`src/rtl/mem_design_pkg.sv`:
```
// ---------------------------------------------------------------------------
// mem_design_pkg
// Shared constants and types for the APB memory subsystem.
//   param_WIDTH_DATA / param_WIDTH_ADDR / param_SIZE : default bus geometry,
//     shared with the APB memory slave so master and slave always agree.
//   apb_mst_states : APB requester state encoding.
// ---------------------------------------------------------------------------
package mem_design_pkg;

   localparam int param_WIDTH_DATA = 32;
   localparam int param_WIDTH_ADDR = 8;
   localparam int param_SIZE       = 16;

   typedef enum logic [1:0] {
      apb_mst_idle,
      apb_mst_setup,
      apb_mst_access
   } apb_mst_states;

endpackage

```
`src/rtl/apb_mem_master_cmd_fifo.sv`:
```
// ---------------------------------------------------------------------------
// apb_cmd_fifo
// Synchronous show-ahead command FIFO: dout always presents the head entry,
// so the consumer samples dout in the same cycle it asserts pop.
// Ports:
//   PCLK, PRESETn : clock, synchronous active-low reset (control state only)
//   push, din     : write an entry (ignored when full)
//   pop, dout     : remove the head entry (ignored when empty)
//   full, empty   : occupancy flags
// ---------------------------------------------------------------------------
module apb_cmd_fifo
   import mem_design_pkg::*;
#(
   parameter int WIDTH = 1 + param_WIDTH_ADDR + param_WIDTH_DATA,
   parameter int DEPTH = 4
) (
   input  logic             PCLK,
   input  logic             PRESETn,
   input  logic             push,
   input  logic             pop,
   output logic             full,
   output logic             empty,
   input  logic [WIDTH-1:0] din,
   output logic [WIDTH-1:0] dout
);

   localparam int PTR_W = $clog2(DEPTH);
   localparam logic [PTR_W-1:0] PTR_ONE  = PTR_W'(1);
   localparam logic [PTR_W:0]   CNT_ONE  = (PTR_W + 1)'(1);
   localparam logic [PTR_W:0]   CNT_FULL = (PTR_W + 1)'(DEPTH);

   logic [WIDTH-1:0] mem [DEPTH];
   logic [PTR_W-1:0] wr_ptr;
   logic [PTR_W-1:0] rd_ptr;
   logic [PTR_W:0]   count;
   logic             do_push;
   logic             do_pop;

   assign do_push = push && !full;
   assign do_pop  = pop && !empty;
   assign full    = (count == CNT_FULL);
   assign empty   = (count == '0);
   assign dout    = mem[rd_ptr];

   // Pointers wrap naturally because DEPTH is a power of two; the separate
   // count disambiguates full from empty.
   always_ff @(posedge PCLK) begin
      if (!PRESETn) begin
         wr_ptr <= '0;
         rd_ptr <= '0;
         count  <= '0;
      end else begin
         if (do_push) wr_ptr <= wr_ptr + PTR_ONE;
         if (do_pop)  rd_ptr <= rd_ptr + PTR_ONE;
         case ({do_push, do_pop})
            2'b10:   count <= count + CNT_ONE;
            2'b01:   count <= count - CNT_ONE;
            default: ;
         endcase
      end
   end

   // Storage carries no reset; stale entries are unreachable once the
   // pointers and count are cleared.
   always_ff @(posedge PCLK) begin
      if (do_push) mem[wr_ptr] <= din;
   end

endmodule

```
`src/rtl/apb_mem_master.sv`:
```
// ---------------------------------------------------------------------------
// apb_mem_master
// APB requester feeding the APB memory slave. Commands arrive on a
// valid/ready port, are queued in apb_cmd_fifo, and each is issued as one
// SETUP+ACCESS transfer. The completed transfer is returned as a single
// response (read data + error) on a valid/ready port.
//
// Optional build macro: APB_MASTER_TIMEOUT_EN
//   Defined   : ACCESS is abandoned after TIMEOUT_CYCLES cycles without
//               PREADY, returning rsp_err=1, rsp_rdata=0.
//   Undefined : ACCESS waits for PREADY indefinitely.
//
// Ports:
//   PCLK, PRESETn                    : clock, synchronous active-low reset
//   cmd_valid/cmd_ready              : command handshake
//   cmd_write, cmd_addr, cmd_wdata   : command payload
//   rsp_valid/rsp_ready              : response handshake
//   rsp_write, rsp_rdata, rsp_err    : response payload
//   PSEL, PENABLE, PWRITE, PADDR,
//   PWDATA, PREADY, PRDATA           : APB requester bus
// ---------------------------------------------------------------------------
module apb_mem_master
   import mem_design_pkg::*;
#(
   parameter int WIDTH_DATA     = param_WIDTH_DATA,
   parameter int WIDTH_ADDR     = param_WIDTH_ADDR,
   parameter int SIZE           = param_SIZE,
   parameter int FIFO_DEPTH     = 4,
   parameter int TIMEOUT_CYCLES = 16
) (
   input  logic                  PCLK,
   input  logic                  PRESETn,
   input  logic                  cmd_valid,
   output logic                  cmd_ready,
   input  logic                  cmd_write,
   input  logic [WIDTH_ADDR-1:0] cmd_addr,
   input  logic [WIDTH_DATA-1:0] cmd_wdata,
   output logic                  rsp_valid,
   input  logic                  rsp_ready,
   output logic                  rsp_write,
   output logic [WIDTH_DATA-1:0] rsp_rdata,
   output logic                  rsp_err,
   output logic                  PSEL,
   output logic                  PENABLE,
   output logic                  PWRITE,
   output logic [WIDTH_ADDR-1:0] PADDR,
   output logic [WIDTH_DATA-1:0] PWDATA,
   input  logic                  PREADY,
   input  logic [WIDTH_DATA-1:0] PRDATA
);

   localparam int CMD_W = 1 + WIDTH_ADDR + WIDTH_DATA;
   localparam logic [WIDTH_ADDR:0] SIZE_EXT = (WIDTH_ADDR + 1)'(SIZE);

   // Elaboration-time parameter sanity checks.
   if (FIFO_DEPTH < 2 || (FIFO_DEPTH & (FIFO_DEPTH - 1)) != 0) begin : g_bad_depth
      $error("apb_mem_master: FIFO_DEPTH must be a power of two >= 2");
   end
   if (TIMEOUT_CYCLES < 1) begin : g_bad_timeout
      $error("apb_mem_master: TIMEOUT_CYCLES must be >= 1");
   end

   // Addresses beyond the slave's word count are still issued; the slave
   // returns 0 and the response is flagged.
   function automatic logic addr_out_of_range(input logic [WIDTH_ADDR-1:0] a);
      return ({1'b0, a} >= SIZE_EXT);
   endfunction

   apb_mst_states state;
   apb_mst_states nxt_state;

   logic             fifo_full;
   logic             fifo_empty;
   logic             fifo_push;
   logic             fifo_pop;
   logic [CMD_W-1:0] fifo_din;
   logic [CMD_W-1:0] fifo_dout;

   logic                  head_write;
   logic [WIDTH_ADDR-1:0] head_addr;
   logic [WIDTH_DATA-1:0] head_wdata;

   logic rsp_free;
   logic start_xfer;
   logic xfer_done;
   logic timeout_hit;

   // ---------------- command queue ----------------
   assign cmd_ready = PRESETn && !fifo_full;
   assign fifo_push = cmd_valid && cmd_ready;
   assign fifo_din  = {cmd_write, cmd_addr, cmd_wdata};
   assign fifo_pop  = start_xfer;

   assign head_write = fifo_dout[CMD_W-1];
   assign head_addr  = fifo_dout[WIDTH_DATA +: WIDTH_ADDR];
   assign head_wdata = fifo_dout[WIDTH_DATA-1:0];

   apb_cmd_fifo #(
      .WIDTH (CMD_W),
      .DEPTH (FIFO_DEPTH)
   ) u_cmd_fifo (
      .PCLK    (PCLK),
      .PRESETn (PRESETn),
      .push    (fifo_push),
      .pop     (fifo_pop),
      .full    (fifo_full),
      .empty   (fifo_empty),
      .din     (fifo_din),
      .dout    (fifo_dout)
   );

   // A new transfer may start only if its response will have somewhere to
   // land: the response register is empty or being drained this cycle.
   assign rsp_free   = !rsp_valid || rsp_ready;
   assign start_xfer = (state == apb_mst_idle) && !fifo_empty && rsp_free;
   assign xfer_done  = (state == apb_mst_access) && PREADY;

`ifdef APB_MASTER_TIMEOUT_EN
   localparam int TMO_W = $clog2(TIMEOUT_CYCLES + 1);
   localparam logic [TMO_W-1:0] TMO_ONE  = TMO_W'(1);
   localparam logic [TMO_W-1:0] TMO_LAST = TMO_W'(TIMEOUT_CYCLES - 1);

   logic [TMO_W-1:0] tmo_cnt;

   // Cleared in SETUP so it reads 0 on the first ACCESS cycle; the abort
   // fires at the end of the TIMEOUT_CYCLES-th stalled ACCESS cycle.
   always_ff @(posedge PCLK) begin
      if (!PRESETn) begin
         tmo_cnt <= '0;
      end else if (state == apb_mst_setup) begin
         tmo_cnt <= '0;
      end else if (state == apb_mst_access && !PREADY) begin
         tmo_cnt <= tmo_cnt + TMO_ONE;
      end
   end

   assign timeout_hit = (state == apb_mst_access) && !PREADY && (tmo_cnt == TMO_LAST);
`else
   assign timeout_hit = 1'b0;
`endif

   // ---------------- state register ----------------
   always_ff @(posedge PCLK) begin
      if (!PRESETn) state <= apb_mst_idle;
      else          state <= nxt_state;
   end

   // ---------------- next-state logic ----------------
   always_comb begin
      nxt_state = state;
      unique case (state)
         apb_mst_idle:   if (start_xfer) nxt_state = apb_mst_setup;
         apb_mst_setup:  nxt_state = apb_mst_access;
         apb_mst_access: if (xfer_done || timeout_hit) nxt_state = apb_mst_idle;
         default:        nxt_state = apb_mst_idle;
      endcase
   end

   // ---------------- output logic ----------------
   always_comb begin
      PSEL    = 1'b0;
      PENABLE = 1'b0;
      case (state)
         apb_mst_setup:  PSEL = 1'b1;
         apb_mst_access: begin
            PSEL    = 1'b1;
            PENABLE = 1'b1;
         end
         default: ;
      endcase
   end

   // Address/direction/data are loaded once at pop and held through
   // SETUP and ACCESS, which keeps them stable while the slave waits.
   always_ff @(posedge PCLK) begin
      if (!PRESETn) begin
         PWRITE <= 1'b0;
         PADDR  <= '0;
         PWDATA <= '0;
      end else if (start_xfer) begin
         PWRITE <= head_write;
         PADDR  <= head_addr;
         PWDATA <= head_wdata;
      end
   end

   // ---------------- response register ----------------
   // Completion and acceptance never coincide: a transfer only starts once
   // the previous response is gone, so rsp_valid is 0 throughout ACCESS.
   always_ff @(posedge PCLK) begin
      if (!PRESETn) begin
         rsp_valid <= 1'b0;
         rsp_write <= 1'b0;
         rsp_rdata <= '0;
         rsp_err   <= 1'b0;
      end else if (xfer_done) begin
         rsp_valid <= 1'b1;
         rsp_write <= PWRITE;
         rsp_rdata <= PWRITE ? '0 : PRDATA;
         rsp_err   <= addr_out_of_range(PADDR);
      end else if (timeout_hit) begin
         rsp_valid <= 1'b1;
         rsp_write <= PWRITE;
         rsp_rdata <= '0;
         rsp_err   <= 1'b1;
      end else if (rsp_valid && rsp_ready) begin
         rsp_valid <= 1'b0;
      end
   end

endmodule

```
`config.mk`:
```
export PLATFORM = sky130hd
export DESIGN_NAME = apb_mem_master
export DESIGN_NICKNAME = d
export VERILOG_FILES = /design/src/rtl/mem_design_pkg.sv /design/src/rtl/apb_mem_master_cmd_fifo.sv /design/src/rtl/apb_mem_master.sv
export SDC_FILE = /design/constraint.sdc
export NUM_CORES = 1
export LEC_CHECK = 0
export ABC_AREA = 1
export CAP_MARGIN = 10
export CORE_AREA = 10 10 152 154
export DETAILED_ROUTE_END_ITERATION = 8
export DIE_AREA = 0 0 162 164
export PLACE_DENSITY = 0.71
export SYNTH_ARGS = -nofsm -noshare
export SYNTH_HDL_FRONTEND = slang
export SYNTH_SLANG_ARGS = --single-unit
```
`constraint.sdc`:
```
create_clock -name PCLK -period 7.6 [get_ports PCLK]
set_input_delay 2.28 -clock PCLK [delete_from_list [all_inputs] [get_ports PCLK]]
set_output_delay 2.28 -clock PCLK [all_outputs]
set_load 0.03 [all_outputs]
```
==> summary.md, run 1 <==
| Metric | Value |
|---|---|
| DRT iter0 DRCs | 463 |
| Worst Hold End | rsp_rdata[15] |
| Die X | 162 um |
| Yosys top cell by area | edfxtp_1 |
| Max VDD drop | 183 uV |
| CTS tree | yes |
| Cts hold-fix bufs | 0 |
| Crit path DAT | 3.51 ns |
| Die Ht | 164 um |
| Initial antenna violation count | 1 |
| H-tree levels | 1 |
| Power Density | 349 nW/um^2 |
| CTS resizes | 0 |
| Number of synthesized register bits | 249 |
| Via count | 6,550 |
| Asr flop ratio synth | 0% |
| Layout area overhead | 28.3% |
| Distinct cells, synth | 27 |
| Worst Tran Pin Value | 0.924 ns |
| DRT antenna net count | 0 |
| Largest stage delay, worst path | 0.69 ns |
| Crit start category | input pin |
| Worst hold path class | flip-flop to flip-flop |
| CP Class | input pin to output port |
| Synth top cells by count | nor2_1 (275), edfxtp_1 (164), o21ai_1 (98) |
| Die area | 26,600 um^2 |
| Total global-route track usage | 15.9% |
| FMAX | 173 MHz |
| Layout Skew | 0.0218 ns |
| Design Area, Final | 12,100 um^2 |
| First-pass DRT Iterations | 4 |
| DP HPWL | 13,400 um |
| Relative slew slack | 38.4% |
| Post-DR vias/cell | 5.00 |
| Hold Vio Cnt, Final | 0 |
| Largest net degree at the start of global routing | 85 |
| Dominant synthesized flop cell | edfxtp_1 |
| Routed WL | 22,000 um |
| Synth warn | 0 |
| Setup bufs post-CTS | 0 |
| CP Capture Type | output port |
| Final setup TNS | 0 ns |
| Area fraction of the dominant cell type after synthesis | 52.1% |
| Bufs and invs on worst path | 4 |
| Setup violators final | 0 |
| Ports | 157 |
| Final non-filler cell total | 1,309 |
| Syn nets | 966 |
| Period minus WS final | 5.79 ns |
| EDFF count, synth | 164 |
| Bufs on Longest Clock Path | 3 |
| R2r setup slk | 4.66 ns |
| Nets@finish | 1,108 |
| RSZ-0062 raised after global routing | false |
| Top-count cell post-synth | nor2_1 |
| Port Buffer Count | 156 |
| First-pass GRT wire length | 34,000 um |
| Clock Latency Late Sink | 0.52 ns |
| Worst EP required | 5.32 ns |
| Top delay family on crit path | buffers and inverters |
| Worst-path fanout max | 36 |
| CTS root buf | clkbuf_16 |
| Final period util | 76.2% |
| Crit path cell chain | buf_2 > clkinv_1 > buf_4 > a21oi_1 > clkdlybuf4s50_1 |
| Worst r2r src | state[0] |
| Worst Reg2Reg Path Length in Cells | 14 |
| HP Start | rsp_rdata[15] |
| Register area share after synthesis | 70.1% |
| Mapped cell area | 9450 um^2 |
| Final slew viol count | 0 |
| Gate Count Post-Synth | 878 |
| Worst Hold Depth | 2 |
| Max-Cap Viols | 0 |
| # placed instances | 1,264 |
| Syn avg cell area | 10.8 um^2 |
| Slowest-stage cell, CP | clkdlybuf4s50_1 |
| WL/cell | 16.8 um |
| Synth area leaders | edfxtp_1 (52%), dfxtp_1 (18%), nor2_1 (11%) |
| Count of clock tree sinks | 249 |
| CTS Buf Count | 24 |
| GP Congestion | 0.800 |
| Outcome | finished, final reports clean |
| R2R Path End | u_cmd_fifo.count[2] |
| Clock transition at path regs | 0.06 ns |
| DP Area | 11,200 um^2 |
| DRC Markers | 0 |
| Leak | 0.00441 uW |
| Core area | 20,000 um^2 |
| Number of global-route vias before repair | 6,336 |
| Initial Util | 47.2% |
| Site row count | 52 |
| Global route total overflow | 0 |
| Fraction of layout cells with a size suffix above 1 | 6.45% |
[flip-flops by register name, indices dropped and copies added (netlist names)]
signal,cells
rsp_write,1
PWRITE,1
state,2
rsp_valid,1
u_cmd_fifo.rd_ptr,2
rsp_rdata,32
PWDATA,32
u_cmd_fifo.wr_ptr,2
u_cmd_fifo.mem,164
u_cmd_fifo.count,3
PADDR,8
rsp_err,1
[cell type report]
| cell class | count | area (um^2) |
|---|---|---|
| repair buffers | 166 | 1630 |
| diodes | 1 | 2.50 |
| multi-input cells | 555 | 2490 |
| well taps | 270 | 338 |
| inverters | 24 | 92.6 |
| clock buffers | 27 | 643 |
| fillers | 1656 | 7910 |
| flip-flops and latches | 249 | 6630 |
| clock inverters | 17 | 300 |
[cells by family (layout without fill, tap and decap cells)]
kind of cell,count (synthesis),in the layout,share of synthesized area (%)
buf+inv,74,234,3.88
compound gates,175,175,9.68
fa+ha+maj,10,10,1.40
simple gates,370,370,14.9
flops,249,249,70.1
other cells,0,1,0
[placed cells by master, fill, tap and decap left out, types with 3 or more instances in the layout]
master           netlist  routed
o21ai_0               33      33
ha_1                   9       9
a22oi_1               14      14
nor2_1               275     271
nand2_1               86      86
edfxtp_1             164     164
buf_4                 11      10
a21oi_1               29      29
clkdlybuf4s50_1        0     155
o21ai_1               98      98
bufinv_16              0       8
nor2_4                 0       4
dfxtp_1               85      83
clkbuf_16              0      25
clkinv_2               0       5
inv_1                 20      20
nand3_1                3       3
[worst max path at each step]
stage	cells past startpoint	from	slack [ns]	end
after floorplan	4	PRESETn	2.00	cmd_ready
after global placement	5	PRESETn	1.80	cmd_ready
after detailed placement	5	PRESETn	1.80	cmd_ready
after CTS	5	PRESETn	1.81	cmd_ready
after global routing	5	PRESETn	1.74	cmd_ready
final	5	PRESETn	1.81	cmd_ready
[worst register-to-register path, stage by stage (launching register included)]
cell and delay (ns):
dfxtp_1 0.33, inv_1 0.11, ha_1 0.18, inv_1 0.06, a21oi_2 0.14, nand2_4 0.35, inv_4 0.53, ha_1 0.23
inv_1 0.07, fa_1 0.39, a21oi_1 0.15, o21ai_0 0.12, nand2_1 0.07, nand2_1 0.04, nor2_1 0.10
[metal layers]
| metal | vias to the layer above | global-route usage [%] | part of all wire [%] |
|---|---|---|---|
| met2 | 168 | 28.3 | 51 |
| li1 | 3252 | - | - |
| met1 | 3094 | 19.0 | 41 |
| met3 | 36 | 2.98 | 5.6 |
| met4 | 0 | 5.25 | 2.4 |
| met5 | - | 0 | 0 |
[where the power goes]
part	internal (uW)	switching, uW	leakage [uW]
registers	1590	103	0.00219
clock network	883	503	0.000458
logic	400	752	0.00177
total	2870	1360	0.00441
[stage by stage]
stage,util (%),setup WS [ns],hold WS [ns],power (uW)
CTS,60.5,1.81,0.464,4270
global route,60.5,1.74,0.486,4450
finish,60.5,1.81,0.462,4230
floorplan,-,2.00,0.454,2510
detailed placement,55.8,1.80,0.454,2880
global placement,55.8,1.80,0.451,2860
Power figures use the tool's default switching activity.
==> run 2: changes to the inputs <==
- PLACE_DENSITY: 0.71 -> 0.74
- clock period: 7.6 -> 4.7 ns (I/O delays scaled with it)
==> run 2 against run 1 <==
  * First-iteration DRC count up 9.7%
  * Sequential power increased by 64%
  * Wire length is 2.7% higher
  * Register-to-register slack worse by 2.5 ns
  * Via count grew 0.53%
  * Core utilization down 0.61 points
  * Worst hold slack better by 0.0023 ns
  * Count of clock-buffer cells in the layout is 12 higher
  * Setup slack lost 0.45 ns
  * Critical endpoint is now PSEL
  * Largest power group unchanged
==> summary.md, run 2 (synthesized netlist as in run 1, its figures left out) <==
| Metric | Value |
|---|---|
| Outcome | finished, final reports clean |
| Routed WL | 22,600 um |
| Commonest non-fill, non-tap cell in the layout | nor2_1 |
| Comb pwr share | 28.1% |
| CTS tree | yes |
| Initial Util | 47.2% |
| Hold WS | 0.464 ns |
| GP Congestion | 0.732 |
| Cts hold-fix bufs | 0 |
| DRC Markers | 0 |
| Worst Tran Pin Value | 1.02 ns |
| Most flops, register | u_cmd_fifo.mem |
| Max-Cap Viols | 0 |
| Top delay family on crit path | buffers and inverters |
| DP HPWL | 13,800 um |
| Largest net degree at the start of global routing | 85 |
| ANT cells | 0 |
| CP Class | flip-flop to output port |
| Largest stage delay, worst path | 0.70 ns |
| Sw Share | 33.5% |
| Die area | 26,600 um^2 |
| DRT antenna net count | 0 |
| Relative slew slack | 31.7% |
| Worst hold path class | flip-flop to flip-flop |
| CTS Buf Count | 25 |
| Setup violators final | 0 |
| RSZ-0062 raised after global routing | false |
| H-tree levels | 1 |
| Via count | 6,585 |
| Die Ht | 164 um |
| Crit start category | flip-flop |
| Layout area overhead | 27.0% |
| Bufs on Longest Clock Path | 3 |
| First-pass DRT Iterations | 7 |
| Number of global-route vias before repair | 6,510 |
| Share of total power in the clock network | 29.8% |
| Core area | 20,000 um^2 |
| Max reg flops | 164 |
| First-pass GRT wire length | 35,500 um |
| Post-DR vias/cell | 5.03 |
| CP Capture Type | output port |
| DRT iter0 DRCs | 508 |
| CTS root buf | clkbuf_16 |
| Clock Latency Late Sink | 0.53 ns |
| Initial antenna violation count | 0 |
| Power Density | 549 nW/um^2 |
| Crit path cell chain | inv_1 > ha_1 > clkdlybuf4s50_1 |
| Pint | 4390 uW |
| Max VDD drop | 367 uV |
| Crit path DAT | 1.93 ns |
| Fraction of layout cells with a size suffix above 1 | 6.15% |
| CTS resizes | 0 |
| Count of clock tree sinks | 249 |
| WL/cell | 17.3 um |
| Global route total overflow | 0 |
| Setup ws final | 1.36 ns |
| Util after Layout | 59.9% |
| Bufs and invs on worst path | 2 |
| Largest regs | u_cmd_fifo.mem (164), PWDATA (32), rsp_rdata (32) |
| Layout Skew | 0.0140 ns |
| Port Buffer Count | 156 |
| Sequential power share | 42.1% |
| Worst EP required | 3.29 ns |
| Slowest-stage cell, CP | clkdlybuf4s50_1 |
| Setup Slack @ Placement | 0.977 ns |
| Site row count | 52 |
| Period minus WS final | 3.34 ns |
| # fillers | 1,650 |
| Final period util | 71.1% |
| Total global-route track usage | 16.5% |
| Nets@finish | 1,109 |
| Die X | 162 um |
| Worst-path fanout max | 3 |
| Commonest cells after routing, fill and taps aside | nor2_1 (271), edfxtp_1 (164), clkdlybuf4s50_1 (154), o21ai_1 (98), nand2_1 (86) |
| Leak | 0.00436 uW |
| Final setup TNS | 0 ns |
| Sw power | 2210 uW |
| Clock transition at path regs | 0.06 ns |
| Setup bufs post-CTS | 0 |
| Ports | 157 |
| Final slew viol count | 0 |
| Hold Vio Cnt, Final | 0 |
| FMAX | 299 MHz |
[run 2: cell count changes in the layout (fill, tap and decap cells not counted), sizes merged]
cell / change
clkbuf: +12
bufinv: -7
clkinv: -2
clkinvlp: -2
buf: +1
clkdlybuf4s50: -1
diode: -1
inv: +1
[run 2: worst paths after layout]
check | from | endpoint | slack (ns) | cells after the start
worst min register to register | rsp_rdata[31] | rsp_rdata[31] | 0.46 | 2
worst max register to register | state[0] | u_cmd_fifo.count[2] | 2.12 | 14
worst max-delay path | state[1] | PSEL | 1.36 | 3
worst min-delay path | rsp_rdata[31] | rsp_rdata[31] | 0.46 | 2
[run 2: layout make-up]
| type | count | area (um^2) | share of cell area, % |
|---|---|---|---|
| flip-flops and latches | 249 | 6630 | 55.2 |
| multi-input cells | 555 | 2490 | 20.7 |
| repair buffers | 166 | 1630 | 13.6 |
| clock buffers | 39 | 754 | 6.28 |
| well taps | 270 | 338 | 2.81 |
| inverters | 24 | 92.6 | 0.771 |
| clock inverters | 7 | 72.6 | 0.604 |
[run 2: through the flow]
stage / instances / cell area (um^2) / total power [uW]
after floorplan: 878 / 9450 / 4050
after global placement: 1264 / 11200 / 4630
after detailed placement: 1264 / 11200 / 4680
after CTS: 1310 / 12000 / 6660
after global routing: 1310 / 12000 / 6970
final: 1310 / 12000 / 6600
[run 2: worst register-to-register path, delay by kind of cell, from the launching register on]
family | cells | cell delay (ns)
AOI/OAI and AO/OA | 3 | 0.50
buffers and inverters | 4 | 0.59
and+or+nand+nor | 4 | 0.31
adders and majority gates | 3 | 0.79
DFF | 1 | 0.32
[run 2: power groups by stage]
stage / clock [uW] / combinational, uW / sequential, uW
5_1_grt: 2100 / 2060 / 2810
4_1_cts: 2000 / 1870 / 2780
2_1_floorplan: 0 / 1090 / 2970
6_report: 1970 / 1850 / 2780
3_3_place_gp: 0 / 1810 / 2820
3_5_place_dp: 0 / 1860 / 2820
[run 2: per-layer routing]
metal / track usage [%] / routed length [um] / vias up / part of all wire, %
met2: 28.8 / 11600 / 197 / 51
met4: 5.46 / 468 / 0 / 2.1
met3: 2.65 / 1270 / 35 / 5.6
met1: 20.5 / 9320 / 3098 / 41
li1: - / - / 3255 / -
met5: 0 / 0 / - / 0
